[src/rtl/sram_port_arbiter_if.sv]
// Signal bundle between the two requesting ports, the arbiter and the SRAM controller.
// The master modport is the arbiter's view; slave is the view of the surrounding environment.
interface sram_port_arbiter_if #(
    parameter int AW = 16,
    parameter int DW = 16
);
    logic          a_req;
    logic          a_wr_req;
    logic          a_rd_req;
    logic [AW-1:0] a_addr;
    logic [DW-1:0] a_wdata;
    logic [DW-1:0] a_rdata;
    logic          a_valid;
    logic          a_err;

    logic          b_req;
    logic          b_wr_req;
    logic          b_rd_req;
    logic [AW-1:0] b_addr;
    logic [DW-1:0] b_wdata;
    logic [DW-1:0] b_rdata;
    logic          b_valid;
    logic          b_err;

    logic          m_req;
    logic          m_wr_req;
    logic          m_rd_req;
    logic [AW-1:0] m_addr;
    logic [DW-1:0] m_wdata;
    logic [DW-1:0] m_rdata;
    logic          m_valid;

    logic [1:0]    overrun;

    modport master (
        input  a_req, a_wr_req, a_rd_req, a_addr, a_wdata,
        output a_rdata, a_valid, a_err,
        input  b_req, b_wr_req, b_rd_req, b_addr, b_wdata,
        output b_rdata, b_valid, b_err,
        output m_req, m_wr_req, m_rd_req, m_addr, m_wdata,
        input  m_rdata, m_valid,
        output overrun
    );

    modport slave (
        output a_req, a_wr_req, a_rd_req, a_addr, a_wdata,
        input  a_rdata, a_valid, a_err,
        output b_req, b_wr_req, b_rd_req, b_addr, b_wdata,
        input  b_rdata, b_valid, b_err,
        input  m_req, m_wr_req, m_rd_req, m_addr, m_wdata,
        output m_rdata, m_valid,
        input  overrun
    );
endinterface

[src/rtl/sram_port_arbiter.sv]
// Two-port arbiter sharing one SRAM controller command port: round-robin or locked grant,
// one outstanding command, completion routing back to the issuer and a controller timeout.
module sram_port_arbiter #(
    parameter int AW      = 16,
    parameter int DW      = 16,
    parameter int TIMEOUT = 1024
) (
    input  logic               s_clk,
    input  logic               s_rst,
    sram_port_arbiter_if.master bus
);
    localparam bit      TO_EN    = (TIMEOUT != 0);
    localparam int      CW       = TO_EN ? $clog2(TIMEOUT + 1) : 1;
    localparam logic [CW-1:0] CNT_LAST = CW'(TO_EN ? TIMEOUT - 1 : 0);

    typedef enum logic {ST_IDLE, ST_WAIT} state_t;
    typedef enum logic {PORT_A, PORT_B}   port_t;

    state_t        state;
    port_t         owner;
    port_t         last_grant;
    port_t         lock_own;
    logic          lock_vld;
    logic          cur_rd;
    logic [CW-1:0] cnt;

    logic          pend_a, pend_b;
    logic          pa_rd, pb_rd;
    logic [AW-1:0] pa_addr, pb_addr;
    logic [DW-1:0] pa_wdata, pb_wdata;

    logic          is_idle, lock_hold, elig_a, elig_b, gnt_a, gnt_b, gnt, gnt_req;
    port_t         gnt_port;
    logic          sel_rd;
    logic [AW-1:0] sel_addr;
    logic [DW-1:0] sel_wdata;
    logic          timeout_hit, done;
    logic          pulse_a, pulse_b, acc_a, acc_b;
    logic          lock_vld_nxt, mreq_nxt;
    port_t         lock_own_nxt;

    always_comb begin
        is_idle   = (state == ST_IDLE);
        // A lock whose owner has dropped req is released in the same IDLE cycle it is seen.
        lock_hold = lock_vld && ((lock_own == PORT_A) ? bus.a_req : bus.b_req);
        elig_a    = pend_a && (!lock_hold || lock_own == PORT_A);
        elig_b    = pend_b && (!lock_hold || lock_own == PORT_B);
        gnt_a     = is_idle && elig_a && (!elig_b || last_grant == PORT_B);
        gnt_b     = is_idle && elig_b && !gnt_a;
        gnt       = gnt_a || gnt_b;
        gnt_port  = gnt_b ? PORT_B : PORT_A;
        gnt_req   = gnt_b ? bus.b_req : bus.a_req;
        sel_rd    = gnt_b ? pb_rd : pa_rd;
        sel_addr  = gnt_b ? pb_addr : pa_addr;
        sel_wdata = gnt_b ? pb_wdata : pa_wdata;

        timeout_hit = TO_EN && (cnt == CNT_LAST);
        done        = (state == ST_WAIT) && (bus.m_valid || timeout_hit);

        // The outstanding flag clears at the completion edge, so a pulse on that edge is taken.
        pulse_a = bus.a_wr_req || bus.a_rd_req;
        pulse_b = bus.b_wr_req || bus.b_rd_req;
        acc_a   = !pend_a && !((state == ST_WAIT) && owner == PORT_A && !done);
        acc_b   = !pend_b && !((state == ST_WAIT) && owner == PORT_B && !done);

        lock_vld_nxt = lock_vld;
        lock_own_nxt = lock_own;
        if (is_idle) begin
            lock_vld_nxt = lock_hold;
            if (gnt && gnt_req) begin
                lock_vld_nxt = 1'b1;
                lock_own_nxt = gnt_port;
            end
        end
        mreq_nxt = (is_idle ? gnt : !done) || lock_vld_nxt;
    end

    always_ff @(posedge s_clk or posedge s_rst) begin
        if (s_rst) begin
            state        <= ST_IDLE;
            owner        <= PORT_A;
            last_grant   <= PORT_B;
            lock_own     <= PORT_A;
            lock_vld     <= 1'b0;
            cur_rd       <= 1'b0;
            cnt          <= '0;
            pend_a       <= 1'b0;
            pend_b       <= 1'b0;
            pa_rd        <= 1'b0;
            pb_rd        <= 1'b0;
            pa_addr      <= '0;
            pb_addr      <= '0;
            pa_wdata     <= '0;
            pb_wdata     <= '0;
            bus.a_rdata  <= '0;
            bus.a_valid  <= 1'b0;
            bus.a_err    <= 1'b0;
            bus.b_rdata  <= '0;
            bus.b_valid  <= 1'b0;
            bus.b_err    <= 1'b0;
            bus.m_req    <= 1'b0;
            bus.m_wr_req <= 1'b0;
            bus.m_rd_req <= 1'b0;
            bus.m_addr   <= '0;
            bus.m_wdata  <= '0;
            bus.overrun  <= '0;
        end else begin
            bus.a_valid  <= 1'b0;
            bus.a_err    <= 1'b0;
            bus.b_valid  <= 1'b0;
            bus.b_err    <= 1'b0;
            bus.m_wr_req <= 1'b0;
            bus.m_rd_req <= 1'b0;
            bus.m_req    <= mreq_nxt;
            lock_vld     <= lock_vld_nxt;
            lock_own     <= lock_own_nxt;

            if (state == ST_IDLE) begin
                if (gnt) begin
                    state        <= ST_WAIT;
                    cnt          <= '0;
                    owner        <= gnt_port;
                    last_grant   <= gnt_port;
                    cur_rd       <= sel_rd;
                    bus.m_addr   <= sel_addr;
                    bus.m_wdata  <= sel_wdata;
                    bus.m_rd_req <= sel_rd;
                    bus.m_wr_req <= !sel_rd;
                    if (gnt_a) pend_a <= 1'b0;
                    else       pend_b <= 1'b0;
                end
            end else begin
                if (done) begin
                    state <= ST_IDLE;
                    if (owner == PORT_A) begin
                        bus.a_valid <= 1'b1;
                        bus.a_err   <= !bus.m_valid;
                        if (!bus.m_valid)  bus.a_rdata <= '0;
                        else if (cur_rd)   bus.a_rdata <= bus.m_rdata;
                    end else begin
                        bus.b_valid <= 1'b1;
                        bus.b_err   <= !bus.m_valid;
                        if (!bus.m_valid)  bus.b_rdata <= '0;
                        else if (cur_rd)   bus.b_rdata <= bus.m_rdata;
                    end
                end else if (cnt != '1) begin
                    cnt <= cnt + 1'b1;
                end
            end

            // Capture and grant never touch the same latch on one edge: one needs it empty, the other full.
            if (pulse_a) begin
                if (acc_a) begin
                    pend_a   <= 1'b1;
                    pa_rd    <= bus.a_rd_req;
                    pa_addr  <= bus.a_addr;
                    pa_wdata <= bus.a_wdata;
                end else begin
                    bus.overrun[0] <= 1'b1;
                end
            end
            if (pulse_b) begin
                if (acc_b) begin
                    pend_b   <= 1'b1;
                    pb_rd    <= bus.b_rd_req;
                    pb_addr  <= bus.b_addr;
                    pb_wdata <= bus.b_wdata;
                end else begin
                    bus.overrun[1] <= 1'b1;
                end
            end
        end
    end
endmodule

[src/flat_wrapper.sv]
// flat-port wrapper written by rule: the top's interface ports become plain ports
module sram_port_arbiter_flat 
#(
    parameter int AW      = 16,
    parameter int DW      = 16,
    parameter int TIMEOUT = 1024
)
  (s_clk, s_rst, bus_a_req, bus_a_wr_req, bus_a_rd_req, bus_a_addr, bus_a_wdata, bus_a_rdata, bus_a_valid, bus_a_err, bus_b_req, bus_b_wr_req, bus_b_rd_req, bus_b_addr, bus_b_wdata, bus_b_rdata, bus_b_valid, bus_b_err, bus_m_req, bus_m_wr_req, bus_m_rd_req, bus_m_addr, bus_m_wdata, bus_m_rdata, bus_m_valid, bus_overrun);
  sram_port_arbiter_if #(.AW(AW), .DW(DW)) bus_i ();
  input  logic s_clk;
  input  logic s_rst;
  input wire logic [$bits(bus_i.a_req)-1:0] bus_a_req;
  input wire logic [$bits(bus_i.a_wr_req)-1:0] bus_a_wr_req;
  input wire logic [$bits(bus_i.a_rd_req)-1:0] bus_a_rd_req;
  input wire logic [$bits(bus_i.a_addr)-1:0] bus_a_addr;
  input wire logic [$bits(bus_i.a_wdata)-1:0] bus_a_wdata;
  output wire logic [$bits(bus_i.a_rdata)-1:0] bus_a_rdata;
  output wire logic [$bits(bus_i.a_valid)-1:0] bus_a_valid;
  output wire logic [$bits(bus_i.a_err)-1:0] bus_a_err;
  input wire logic [$bits(bus_i.b_req)-1:0] bus_b_req;
  input wire logic [$bits(bus_i.b_wr_req)-1:0] bus_b_wr_req;
  input wire logic [$bits(bus_i.b_rd_req)-1:0] bus_b_rd_req;
  input wire logic [$bits(bus_i.b_addr)-1:0] bus_b_addr;
  input wire logic [$bits(bus_i.b_wdata)-1:0] bus_b_wdata;
  output wire logic [$bits(bus_i.b_rdata)-1:0] bus_b_rdata;
  output wire logic [$bits(bus_i.b_valid)-1:0] bus_b_valid;
  output wire logic [$bits(bus_i.b_err)-1:0] bus_b_err;
  output wire logic [$bits(bus_i.m_req)-1:0] bus_m_req;
  output wire logic [$bits(bus_i.m_wr_req)-1:0] bus_m_wr_req;
  output wire logic [$bits(bus_i.m_rd_req)-1:0] bus_m_rd_req;
  output wire logic [$bits(bus_i.m_addr)-1:0] bus_m_addr;
  output wire logic [$bits(bus_i.m_wdata)-1:0] bus_m_wdata;
  input wire logic [$bits(bus_i.m_rdata)-1:0] bus_m_rdata;
  input wire logic [$bits(bus_i.m_valid)-1:0] bus_m_valid;
  output wire logic [$bits(bus_i.overrun)-1:0] bus_overrun;
  assign bus_i.a_req = bus_a_req;
  assign bus_i.a_wr_req = bus_a_wr_req;
  assign bus_i.a_rd_req = bus_a_rd_req;
  assign bus_i.a_addr = bus_a_addr;
  assign bus_i.a_wdata = bus_a_wdata;
  assign bus_a_rdata = bus_i.a_rdata;
  assign bus_a_valid = bus_i.a_valid;
  assign bus_a_err = bus_i.a_err;
  assign bus_i.b_req = bus_b_req;
  assign bus_i.b_wr_req = bus_b_wr_req;
  assign bus_i.b_rd_req = bus_b_rd_req;
  assign bus_i.b_addr = bus_b_addr;
  assign bus_i.b_wdata = bus_b_wdata;
  assign bus_b_rdata = bus_i.b_rdata;
  assign bus_b_valid = bus_i.b_valid;
  assign bus_b_err = bus_i.b_err;
  assign bus_m_req = bus_i.m_req;
  assign bus_m_wr_req = bus_i.m_wr_req;
  assign bus_m_rd_req = bus_i.m_rd_req;
  assign bus_m_addr = bus_i.m_addr;
  assign bus_m_wdata = bus_i.m_wdata;
  assign bus_i.m_rdata = bus_m_rdata;
  assign bus_i.m_valid = bus_m_valid;
  assign bus_overrun = bus_i.overrun;
  sram_port_arbiter #(.AW(AW), .DW(DW), .TIMEOUT(TIMEOUT)) u_core (.s_clk(s_clk), .s_rst(s_rst), .bus(bus_i));
endmodule
[config.mk]
export PLATFORM = sky130hd
export DESIGN_NAME = sram_port_arbiter_flat
export DESIGN_NICKNAME = d
export VERILOG_FILES = /design/src/rtl/sram_port_arbiter_if.sv /design/src/rtl/sram_port_arbiter.sv /design/src/flat_wrapper.sv
export SDC_FILE = /design/constraint.sdc
export NUM_CORES = 1
export LEC_CHECK = 0
export ABC_AREA = 1
export ABC_CLOCK_PERIOD_IN_PS = 10700
export BUFFER_PORTS_ARGS = -buffer_cell sky130_fd_sc_hd__buf_2
export CORE_UTILIZATION = 58
export DETAILED_ROUTE_END_ITERATION = 10
export GPL_TIMING_DRIVEN = 0
export PLACE_DENSITY = 0.89
export SETUP_SLACK_MARGIN = 0.1
export SLEW_MARGIN = 30
export SYNTH_ARGS = -nofsm -noshare
export SYNTH_HDL_FRONTEND = slang
export SYNTH_SLANG_ARGS = --single-unit
export TNS_END_PERCENT = 100
[constraint.sdc]
create_clock -name s_clk -period 10.7 [get_ports s_clk]
set_clock_uncertainty 0.2 [all_clocks]
set_input_delay 0 -clock s_clk [delete_from_list [all_inputs] [get_ports s_clk]]
set_output_delay 0 -clock s_clk [all_outputs]
set_load 0.03 [all_outputs]
# [After elaboration in Yosys (flattened, before gate mapping)]
# Cells that the tools add are included.
[op_classes] add_sub_neg=1 n_eq_ne=5 mux=44 n_bitwise=5 reduce_logical=43
[ops] op="$mux W16" count=4
[ops] op="$mux W11" count=4
[ops] op="$mux W1" count=36
[ops] op="$logic_and A1 B1 Y1" count=15
[ops] op="$reduce_and A2 Y1" count=6
[ops] op="$add A11 B1 Y11 const B" count=1
[ops] op="$eq A11 B10 Y1 const B" count=1
[ops] op="$ne A11 B11 Y1 const B" count=1
[ops] op="$logic_not A1 Y1" count=10
[ops] op="$logic_or A1 B1 Y1" count=8
[ops] op="$reduce_and A4 Y1" count=2
[ops] op="$not A1 Y1" count=5
[ops] op="$ne A2 B2 Y1 const B" count=2
[ops] op="$reduce_and A3 Y1" count=1
[ops] op="$ne A2 B1 Y1 const B" count=1
[ops] op="$reduce_bool A2 Y1" count=1
[word_totals] regBits=158 inputBits=89 output_inout_bits=73

# [Depth between registers and ports, before layout]
# Gate-level depths: netlist of the first run.
[depth] depth_word=15 ltp_mapped=11 ltp_nobuf=10

# [Least setup slack after synthesis of the first run]
# No wires, ideal clock.
[synth_timing] kind="register to register" from="register u_core.cnt[0]" to="register u_core.cnt[0]" setup_ns=0.067 arrival_time_ns=1.554 slack_ns=8.880 stages_incl_launch_ff=9 n_path_buf=0 synth_period_minus_slack_ns=1.820 path_cell_list="dfrtp_1 > ha_1 > inv_1 > nor2_4 > nand3_4 > nand3_1 > a21oi_1 > nand2_1 > nand2_1"
[synth_between] elab_chain_len=5
[synth_rtl] item="from (decl)" line_no="sram_port_arbiter.sv:25" text="logic [CW-1:0] cnt;"
[synth_rtl] item="from (signal assigned)" line_no="sram_port_arbiter.sv:147" text="cnt <= cnt + 1'b1;"
[synth_rtl] item="parallel branches: the longest is 5 deep, another holds $add A11 B1 Y11"
# Parallel ways; which one is timed is not known. The select of a mux whose other input is x is not followed.
# A chain may end at the register's enable or synchronous reset.

# [Worst setup path after layout of the first run]
[layout_timing] from="register u_core.lock_vld" to="register u_core.lock_own"
[layout_between] elab_chain_len=12
[layout_rtl] item="from (decl)" line_no="sram_port_arbiter.sv:23" text="logic lock_vld;"
[layout_rtl] item="from (signal assigned)" line_no="sram_port_arbiter.sv:115" text="lock_vld <= lock_vld_nxt;"
[layout_rtl] item="$logic_and A1 B1 Y1 (*)" line_no="sram_port_arbiter.sv:45" text="lock_hold = lock_vld && ((lock_own == PORT_A) ? bus.a_req : bus.b_req);"
[layout_rtl] item="$logic_not A1 Y1 (*)" line_no="sram_port_arbiter.sv:46, sram_port_arbiter.sv:47"
[layout_rtl] item="$logic_or A1 B1 Y1" line_no="sram_port_arbiter.sv:47" text="elig_b = pend_b && (!lock_hold || lock_own == PORT_B);"
[layout_rtl] item="$logic_and A1 B1 Y1" line_no="sram_port_arbiter.sv:47"
[layout_rtl] item="$logic_not A1 Y1" line_no="sram_port_arbiter.sv:48" text="gnt_a = is_idle && elig_a && (!elig_b || last_grant == PORT_B);"
[layout_rtl] item="$logic_or A1 B1 Y1" line_no="sram_port_arbiter.sv:48"
[layout_rtl] item="$logic_and A1 B1 Y1" line_no="sram_port_arbiter.sv:48"
[layout_rtl] item="$logic_not A1 Y1" line_no="sram_port_arbiter.sv:49" text="gnt_b = is_idle && elig_b && !gnt_a;"
[layout_rtl] item="$logic_and A1 B1 Y1" line_no="sram_port_arbiter.sv:49"
[layout_rtl] item="$mux W1 / $logic_or A1 B1 Y1 (equally long branches)" line_no="sram_port_arbiter.sv:52, sram_port_arbiter.sv:50"
[layout_rtl] item="$logic_and A1 B1 Y1" line_no="sram_port_arbiter.sv:70" text="if (gnt && gnt_req) begin"
[layout_rtl] item="$reduce_and A2 Y1 (no line)"
[layout_rtl] item="to (signal assigned)" line_no="sram_port_arbiter.sv:116" text="lock_own <= lock_own_nxt;"
[layout_rtl] item="to (decl)" line_no="sram_port_arbiter.sv:22" text="port_t lock_own;"
# Mark *: on every way between the ends. The rest lies on a longest branch, timed or not.

==> results of run 1 <==
[cell families (layout without fill, tap and decap cells)]
| kind of cell | after synthesis | count (layout) |
|---|---|---|
| compound gates | 53 | 53 |
| xor+xnor | 6 | 6 |
| flops | 158 | 158 |
| fa+ha+maj | 1 | 1 |
| simple gates | 531 | 531 |
| buf+inv | 117 | 402 |
[worst min-delay path, stage by stage]
cell	delay (ns)
sky130_fd_sc_hd__dlygate4sd3_1	0.53
sky130_fd_sc_hd__buf_2	0.15
sky130_fd_sc_hd__inv_8	0.45
[path summary, 6_finish.rpt]
kind / start / to / slack, ns / depth (start not counted)
worst max-delay path: u_core.lock_vld$_DFF_PP0_ / u_core.lock_own$_DFFE_PP0P_ / 8.27 / 10
worst min-delay path: s_rst / u_core.bus.b_rdata[1]$_DFFE_PP0P_ / 0.03 / 3
worst min register to register: u_core.bus.overrun[0]$_DFFE_PP0P_ / u_core.bus.overrun[0]$_DFFE_PP0P_ / 0.26 / 2
worst max register to register: u_core.lock_vld$_DFF_PP0_ / u_core.lock_own$_DFFE_PP0P_ / 8.27 / 10
max in group asynchronous: s_rst / u_core.pa_wdata[7]$_DFFE_PP0P_ / 9.54 / 4
min in group s_clk: bus_b_wr_req / u_core.pb_wdata[9]$_DFFE_PP0P_ / 0.10 / 5
[registers in the layout (all words and copies together), names as in the netlist, 2 cells and up]
register            count
u_core.bus.a_rdata     16
u_core.pa_addr         16
u_core.pa_wdata        16
u_core.pb_addr         16
u_core.bus.m_wdata     16
u_core.bus.m_addr      16
u_core.bus.b_rdata     16
u_core.cnt             11
u_core.bus.overrun      2
u_core.pb_wdata        16
[power by group through the flow]
stage          Clock (W)  Sequential, W  Combinational [W]
5_1_grt         0.000694        0.00103            0.00135
6_report        0.000662        0.00100            0.00124
2_1_floorplan          0        0.00117           0.000614
4_1_cts         0.000661       0.000989            0.00118
3_5_place_dp           0       0.000992            0.00114
3_3_place_gp           0       0.000986            0.00110
[cell usage in the layout (no fill, tap or decap), types with 3 or more instances in the layout]
| master | count |
|---|---|
| sky130_fd_sc_hd__xnor2_1 | 4 |
| sky130_fd_sc_hd__inv_2 | 3 |
| sky130_fd_sc_hd__clkbuf_1 | 24 |
| sky130_fd_sc_hd__buf_2 | 182 |
| sky130_fd_sc_hd__dlygate4sd3_1 | 92 |
| sky130_fd_sc_hd__dfrtp_1 | 157 |
| sky130_fd_sc_hd__inv_6 | 3 |
| sky130_fd_sc_hd__nand2_1 | 378 |
| sky130_fd_sc_hd__nand4_2 | 3 |
| sky130_fd_sc_hd__nand4_1 | 65 |
| sky130_fd_sc_hd__bufinv_16 | 4 |
| sky130_fd_sc_hd__nor2_4 | 3 |
| sky130_fd_sc_hd__nand2_2 | 4 |
| sky130_fd_sc_hd__clkbuf_16 | 17 |
| sky130_fd_sc_hd__clkbuf_8 | 3 |
| sky130_fd_sc_hd__o21ai_1 | 23 |
| sky130_fd_sc_hd__o21ai_0 | 28 |
| sky130_fd_sc_hd__nand3_1 | 10 |
| sky130_fd_sc_hd__inv_1 | 64 |
| sky130_fd_sc_hd__nor2_1 | 54 |
[metrics by stage]
stage	utilization	cell area, um2	total power [W]
5_1_grt	0.828	9660	0.00307
3_3_place_gp	0.690	8050	0.00208
4_1_cts	0.828	9660	0.00284
6_report	0.828	9660	0.00291
3_5_place_dp	0.693	8090	0.00213
2_1_floorplan	-	7070	0.00179
[layout make-up]
type                    instances  area [um2]
plain buffers                  48         223
clock buffers                  20         467
clock inverters                12         181
fillers                       641        2010
inverters                      69         267
multi-input cells             591        2640
flip-flops and latches        158        3960
well taps                     143         179
repair buffers                253        1750
[routing by layer]
| metal | routed length, um | share of wire | vias up | GRT usage |
|---|---|---|---|---|
| met5 | 0 | 0 | - | 0 |
| met4 | 1350 | 0.059 | 0 | 0.266 |
| met3 | 1900 | 0.084 | 123 | 0.101 |
| met2 | 11200 | 0.49 | 476 | 0.645 |
| met1 | 8280 | 0.37 | 3467 | 0.431 |
| li1 | - | - | 3280 | - |
==> PnR_summary.wiki, run 1 <==
{| class="wikitable"
! Metric !! Value
|-
| Outcome || finished, final reports clean
|-
| Clock input transition at the sequential cells of the worst setup and hold paths || 0.07 ns
|-
| Root cell of the clock tree || sky130_fd_sc_hd__clkbuf_16
|-
| Crit path kind || flop to flop
|-
| Max Cap Viol || 0
|-
| Post-placement worst setup slack || 8.51 ns
|-
| Number of distinct standard cells referenced by the synthesized netlist || 31
|-
| Number of gates given a new drive strength after cts || 0
|-
| Final standard cell count with taps included and fillers excluded || 1,294
|-
| Adder and majority cell fraction of the synthesized area || 0.00177
|-
| Number of standard-cell rows in the floorplan || 39
|-
| Post-Synth XOR/XNOR Area || 0.00743
|-
| Switching power share of the total || 0.441
|-
| Worst path cell trace || nand3_1 > nand2_1 > nor2_1 > nand2_1 > nand2_1 > buf_2 > inv_1 > nand2_1 > nand2_1 > dlygate4sd3_1
|-
| Time the final worst path needs with I/O delays and setup || 2.43 ns
|-
| Launching element type of the critical path || flop
|-
| Cell taking the most area after synthesis || sky130_fd_sc_hd__dfrtp_1
|-
| Most frequent cell after synthesis || sky130_fd_sc_hd__nand2_1
|-
| Primary FF master, synth || sky130_fd_sc_hd__dfrtp_1
|-
| DR vias/cell || 5.68
|-
| Slew @ Worst Pin || 0.823 ns
|-
| Post-synthesis area per instance || 8.17 um2
|-
| Setup ws final || 8.27 ns
|-
| Number of clock sinks || 158
|-
| Core area || 11,700 um2
|-
| Proportion of power drawn by the clock network || 0.228
|-
| Max-slew headroom at the worst pin || 0.451
|-
| Share of the clock period used by the worst path after layout || 0.228
|-
| Share of post-route cells with drive strength above 1 || 0.209
|-
| Die W || 112 um
|-
| Worst supply voltage drop on vdd || 218 uV
|-
| Main combinational cell family by area after synthesis || simple AND/OR/NAND/NOR gates
|-
| Number of antenna violations at the first check in global routing || 0
|-
| CP endpoint kind || flop
|-
| Final ANT Viol Nets || 0
|-
| Number of H-tree levels || 4
|-
| Multiplexer fraction of the synthesized cell area || 0
|-
| 1st-iter DRT viols || 885
|-
| Setup-violating endpoint count in the final report || 0
|-
| Antenna fix cells || 0
|-
| Seq/Total Area, Yosys || 0.559
|-
| Number of port buffers || 160
|-
| Cell with the biggest individual delay on the critical path || sky130_fd_sc_hd__dlygate4sd3_1
|-
| Number of enable flip-flop cells after synthesis || 0
|-
| Per-cell routed wire length || 17.5 um
|-
| Worst Hold Margin || 0.0302 ns
|-
| Die ar. || 12,600 um2
|-
| Leading cell types by total area after synthesis || sky130_fd_sc_hd__dfrtp_1 56%, sky130_fd_sc_hd__nand2_1 20%, sky130_fd_sc_hd__nand4_1 5.7%, sky130_fd_sc_hd__inv_1 3.4%, sky130_fd_sc_hd__nor2_1 2.9%
|-
| Simple-gate share of the synthesized area || 0.325
|-
| Accumulated negative setup slack || 0 ns
|-
| Required time of the worst setup path || 10.81 ns
|-
| Final net count || 1,228
|-
| Crit path max-delay family || buffers and inverters
|-
| Cells after Synth || 866
|-
| Final Hold Vio Count || 0
|-
| Detailed Place HPWL || 12.4 mm
|-
| GR Overflow Total || 0
|-
| Highest clock rate || 411 MHz
|-
| Floorplan die height || 112 um
|-
| Tightest Hold Check Type || input port to async pin
|-
| CTS Buf Count || 17
|-
| Pwr/cell area || 301 nW/um2
|-
| Clock tree from TritonCTS || done
|-
| Maximum number of pins on one net before global-route repair || 95
|-
| Initial cell density of the core || 0.606
|-
| Max Buffers Root-to-Sink || 2
|-
| Sum of buffers and inverters on the critical path || 3
|-
| Drt drc || 0
|-
| Arrival time reported for the critical path endpoint || 2.55 ns
|-
| Post-Syn Area || 7070 um2
|-
| Logic gate share of total power || 0.426
|-
| Setup repair after global routing missed its margin || no
|-
| Net switching power of the design || 0.00128 W
|-
| Via count || 7,346
|-
| Count of final max-slew check failures || 0
|-
| Global-route usage over all layers || 0.384
|-
| Number of buffers added for setup after CTS || 0
|-
| Via count of the first global-routing pass || 7,592
|-
| First-pass GRT wire length || 36.8 mm
|-
| Top cell types by occurrence after synthesis || 378 x sky130_fd_sc_hd__nand2_1, 157 x sky130_fd_sc_hd__dfrtp_1, 65 x sky130_fd_sc_hd__inv_1, 65 x sky130_fd_sc_hd__nand4_1, 54 x sky130_fd_sc_hd__nor2_1
|-
| Weighted congestion at the end of routability-driven global placement || 0.823
|-
| Area delta synth->final || 36.5%
|-
| CTS Hold Bufs || 92
|-
| First-pass iteration count of the detailed router || 5
|-
| Static leakage || 5.31 nW
|-
| Internal Pwr Total || 0.00162 W
|-
| Warnings from Yosys || 0
|-
| Sequential share of power || 0.346
|-
| Area share of the leading cell type in the synthesized netlist || 0.555
|-
| CP Max Fanout || 10
|-
| Seq cells post-synth || 158
|-
| Net count after synthesis || 956
|-
| Clock insertion delay at the later pin of the skew report || 0.44 ns
|-
| Most frequent CP cell || sky130_fd_sc_hd__nand2_1
|-
| Total wirelength of the detailed-routed design || 22.7 mm
|-
| Compound-cell area share of the yosys netlist || 0.0380
|-
| Top Ports || 162
|-
| Share of synthesized registers carrying an async set or reset || 1.00
|-
| Placed instance count || 1,170
|-
| Largest stage delay, worst path || 0.59 ns
|}
Power figures use the tool's default switching activity.
==> run 2, diff against run 1 <==
ABC_CLOCK_PERIOD_IN_PS = 2180   (was 10700)
CORE_UTILIZATION = 49   (was 58)
PLACE_DENSITY = 0.8   (was 0.89)
clock period = 2.18 ns   (was 10.7 ns; I/O delays follow)
==> run 2 against run 1 <==
  * Via count shrank 3.6%
  * First-iteration DRC count decreased by 44%
  * Maximum frequency is 21% higher
  * Hold slack better by 0.13 ns
  * Routed wire length fell by 5.7%
  * Highest routed layer unchanged
  * Die area increased by 18%
  * Combinational power grew to 5.0 times the previous value
  * Power grew to 5.0 times the previous value
  * Setup slack got worse by 8.1 ns
  * Global-route usage is 8.5 points lower
==> PnR_summary.wiki, run 2 (synthesis gave the netlist of run 1 again) <==
{| class="wikitable"
! Metric !! Value
|-
| Area delta synth->final || 41.1%
|-
| CP Max Fanout || 6
|-
| Most common cell after layout, fill and taps aside || sky130_fd_sc_hd__nand2_1
|-
| Antenna fix cells || 0
|-
| Global routing usage on met1 || 0.362
|-
| Total wirelength of the detailed-routed design || 21.4 mm
|-
| Share of post-route cells with drive strength above 1 || 0.228
|-
| Reg2Reg Launch Point || u_core.cnt[0]$_DFFE_PP0P_
|-
| Clock input transition at the sequential cells of the worst setup and hold paths || 0.07 ns
|-
| Max-slew headroom at the worst pin || 0.627
|-
| Fraction of met3 tracks used by global routing || 0.0707
|-
| Clock insertion delay at the later pin of the skew report || 0.43 ns
|-
| Slew @ Worst Pin || 0.559 ns
|-
| 1st-iter DRT viols || 495
|-
| Per-cell routed wire length || 15.9 um
|-
| Max Cap Viol || 0
|-
| Post-placement worst setup slack || -0.0697 ns
|-
| Core area || 14,000 um2
|-
| Required time of the worst setup path || 2.35 ns
|-
| First-pass GRT wire length || 33.7 mm
|-
| Most used cells in the layout excluding fill and tap cells || 377 x sky130_fd_sc_hd__nand2_1, 176 x sky130_fd_sc_hd__buf_2, 157 x sky130_fd_sc_hd__dfrtp_1, 90 x sky130_fd_sc_hd__dlygate4sd3_1, 65 x sky130_fd_sc_hd__nand4_1
|-
| Maximum number of pins on one net before global-route repair || 31
|-
| Number of port buffers || 160
|-
| Top Ports || 162
|-
| Utilization of the core after routing || 0.713
|-
| Worst supply voltage drop on vdd || 890 uV
|-
| Met2 track demand over resource in global routing || 0.505
|-
| Time the final worst path needs with I/O delays and setup || 2.01 ns
|-
| First-pass iteration count of the detailed router || 5
|-
| Final Total Pwr || 0.0144 W
|-
| Outcome || finished, final reports clean
|-
| Floorplan die height || 122 um
|-
| Crit path kind || flop to flop
|-
| GR Overflow Total || 0
|-
| Area occupied by multi-input gates || 2700 um2
|-
| Via count of the first global-routing pass || 6,862
|-
| CP endpoint kind || flop
|-
| Worst Hold Margin || 0.156 ns
|-
| Register area || 3960 um2
|-
| Number of filler cells placed in the layout || 1,003
|-
| Detailed Place HPWL || 13.5 mm
|-
| Initial cell density of the core || 0.506
|-
| Highest clock rate || 497 MHz
|-
| CTS Buf Count || 17
|-
| Final ANT Viol Nets || 0
|-
| Die ar. || 14,900 um2
|-
| Pwr/cell area || 1440 nW/um2
|-
| Tightest Hold Check Type || input port to flop
|-
| Number of H-tree levels || 4
|-
| Hold depth || 4
|-
| Drt drc || 0
|-
| Share of the clock period used by the worst path after layout || 0.924
|-
| Setup ws final || 0.167 ns
|-
| Clock tree from TritonCTS || done
|-
| Launching element type of the critical path || flop
|-
| Number of standard-cell rows in the floorplan || 43
|-
| Max Buffers Root-to-Sink || 2
|-
| Count of final max-slew check failures || 0
|-
| Via count || 7,079
|-
| Arrival time reported for the critical path endpoint || 2.18 ns
|-
| Global-route usage over all layers || 0.299
|-
| Depth of the most critical reg-to-reg path || 10
|-
| Origin of the worst min-delay path || bus_b_wdata[9]
|-
| DR vias/cell || 5.27
|-
| Number of antenna violations at the first check in global routing || 0
|-
| Setup repair after global routing missed its margin || no
|-
| Grt peak-use layer || met2
|-
| Number of clock sinks || 158
|-
| Final net count || 1,241
|-
| Root cell of the clock tree || sky130_fd_sc_hd__clkbuf_16
|-
| Setup-violating endpoint count in the final report || 0
|-
| Static leakage || 5.44 nW
|-
| Final Hold Vio Count || 0
|-
| Launch point of the critical path || u_core.cnt[0]$_DFFE_PP0P_
|-
| Die W || 122 um
|-
| Weighted congestion at the end of routability-driven global placement || 0.893
|}
## run 2: cell count changes in the layout (fill, tap and decap cells not counted), moves of 3 or more
cell                       delta
sky130_fd_sc_hd__buf_4       +12
sky130_fd_sc_hd__buf_2        -6
sky130_fd_sc_hd__clkbuf_2     +6
sky130_fd_sc_hd__clkbuf_1     -5
sky130_fd_sc_hd__buf_12       +3
sky130_fd_sc_hd__clkbuf_4     +3
## run 2: repair_timing
item | in CTS | in global routing
pin swaps | 0 | 5
endpoints found under the setup margin | 72 | 125
setup buffers | 0 | 9
cloned | 0 | 1
hold buffers | 90 | 0
hold endpoints to repair | 236 | 0
resized for setup | 9 | 22
## run 2: area by class of cell
cell class / count / area share
inverters: 69 / 0.0266
clock buffers: 22 / 0.0485
flip-flops and latches: 158 / 0.396
multi-input cells: 591 / 0.271
plain buffers: 48 / 0.0246
well taps: 180 / 0.0226
clock inverters: 10 / 0.0182
repair buffers: 266 / 0.193
## run 2: report_power, final
group / switching, W / total (W) / leakage (nW) / internal (W)
Sequential: 0.000719 / 0.00489 / 1.99 / 0.00417
Clock: 0.00119 / 0.00334 / 0.327 / 0.00215
Combinational: 0.00427 / 0.00618 / 3.13 / 0.00191
Total: 0.00618 / 0.0144 / 5.44 / 0.00823
## run 2: stage by stage
stage	setup TNS, ns	instances	area [um2]
2_1_floorplan	-3.15	866	7080
3_3_place_gp	-152.44	1206	8100
3_5_place_dp	-0.888	1212	8250
4_1_cts	0	1334	9860
5_1_grt	0	1344	9980
6_report	0	1344	9980
## run 2: path summary, 6_finish.rpt
check,endpoint,slack (ns)
max reg2reg,u_core.bus.b_rdata[14]$_DFFE_PP0P_,0.17
max,u_core.bus.b_rdata[14]$_DFFE_PP0P_,0.17
min,u_core.pb_wdata[9]$_DFFE_PP0P_,0.16
min in group asynchronous,u_core.pa_wdata[3]$_DFFE_PP0P_,0.52
min reg2reg,u_core.pa_wdata[14]$_DFFE_PP0P_,0.27
max in group asynchronous,u_core.bus.a_rdata[14]$_DFFE_PP0P_,0.42
## run 2: worst max-delay path: stages (launching register included)
cell                      delay (ns)
sky130_fd_sc_hd__dfrtp_1        0.44
sky130_fd_sc_hd__ha_4           0.17
sky130_fd_sc_hd__inv_2          0.05
sky130_fd_sc_hd__nor2_4         0.12
sky130_fd_sc_hd__nand3_4        0.14
sky130_fd_sc_hd__nand2_4        0.12
sky130_fd_sc_hd__nand2_4        0.07
sky130_fd_sc_hd__nor3_4         0.34
sky130_fd_sc_hd__buf_6          0.18
sky130_fd_sc_hd__nand2_1        0.06
sky130_fd_sc_hd__nand2_1        0.05
## run 2: metal layers
| layer | vias to the layer above | part of all wire | routed length, um |
|---|---|---|---|
| met4 | 0 | 0.027 | 585 |
| met3 | 56 | 0.077 | 1650 |
| met1 | 3366 | 0.39 | 8390 |
| li1 | 3307 | - | - |
| met5 | - | 0 | 0 |
| met2 | 350 | 0.50 | 10800 |
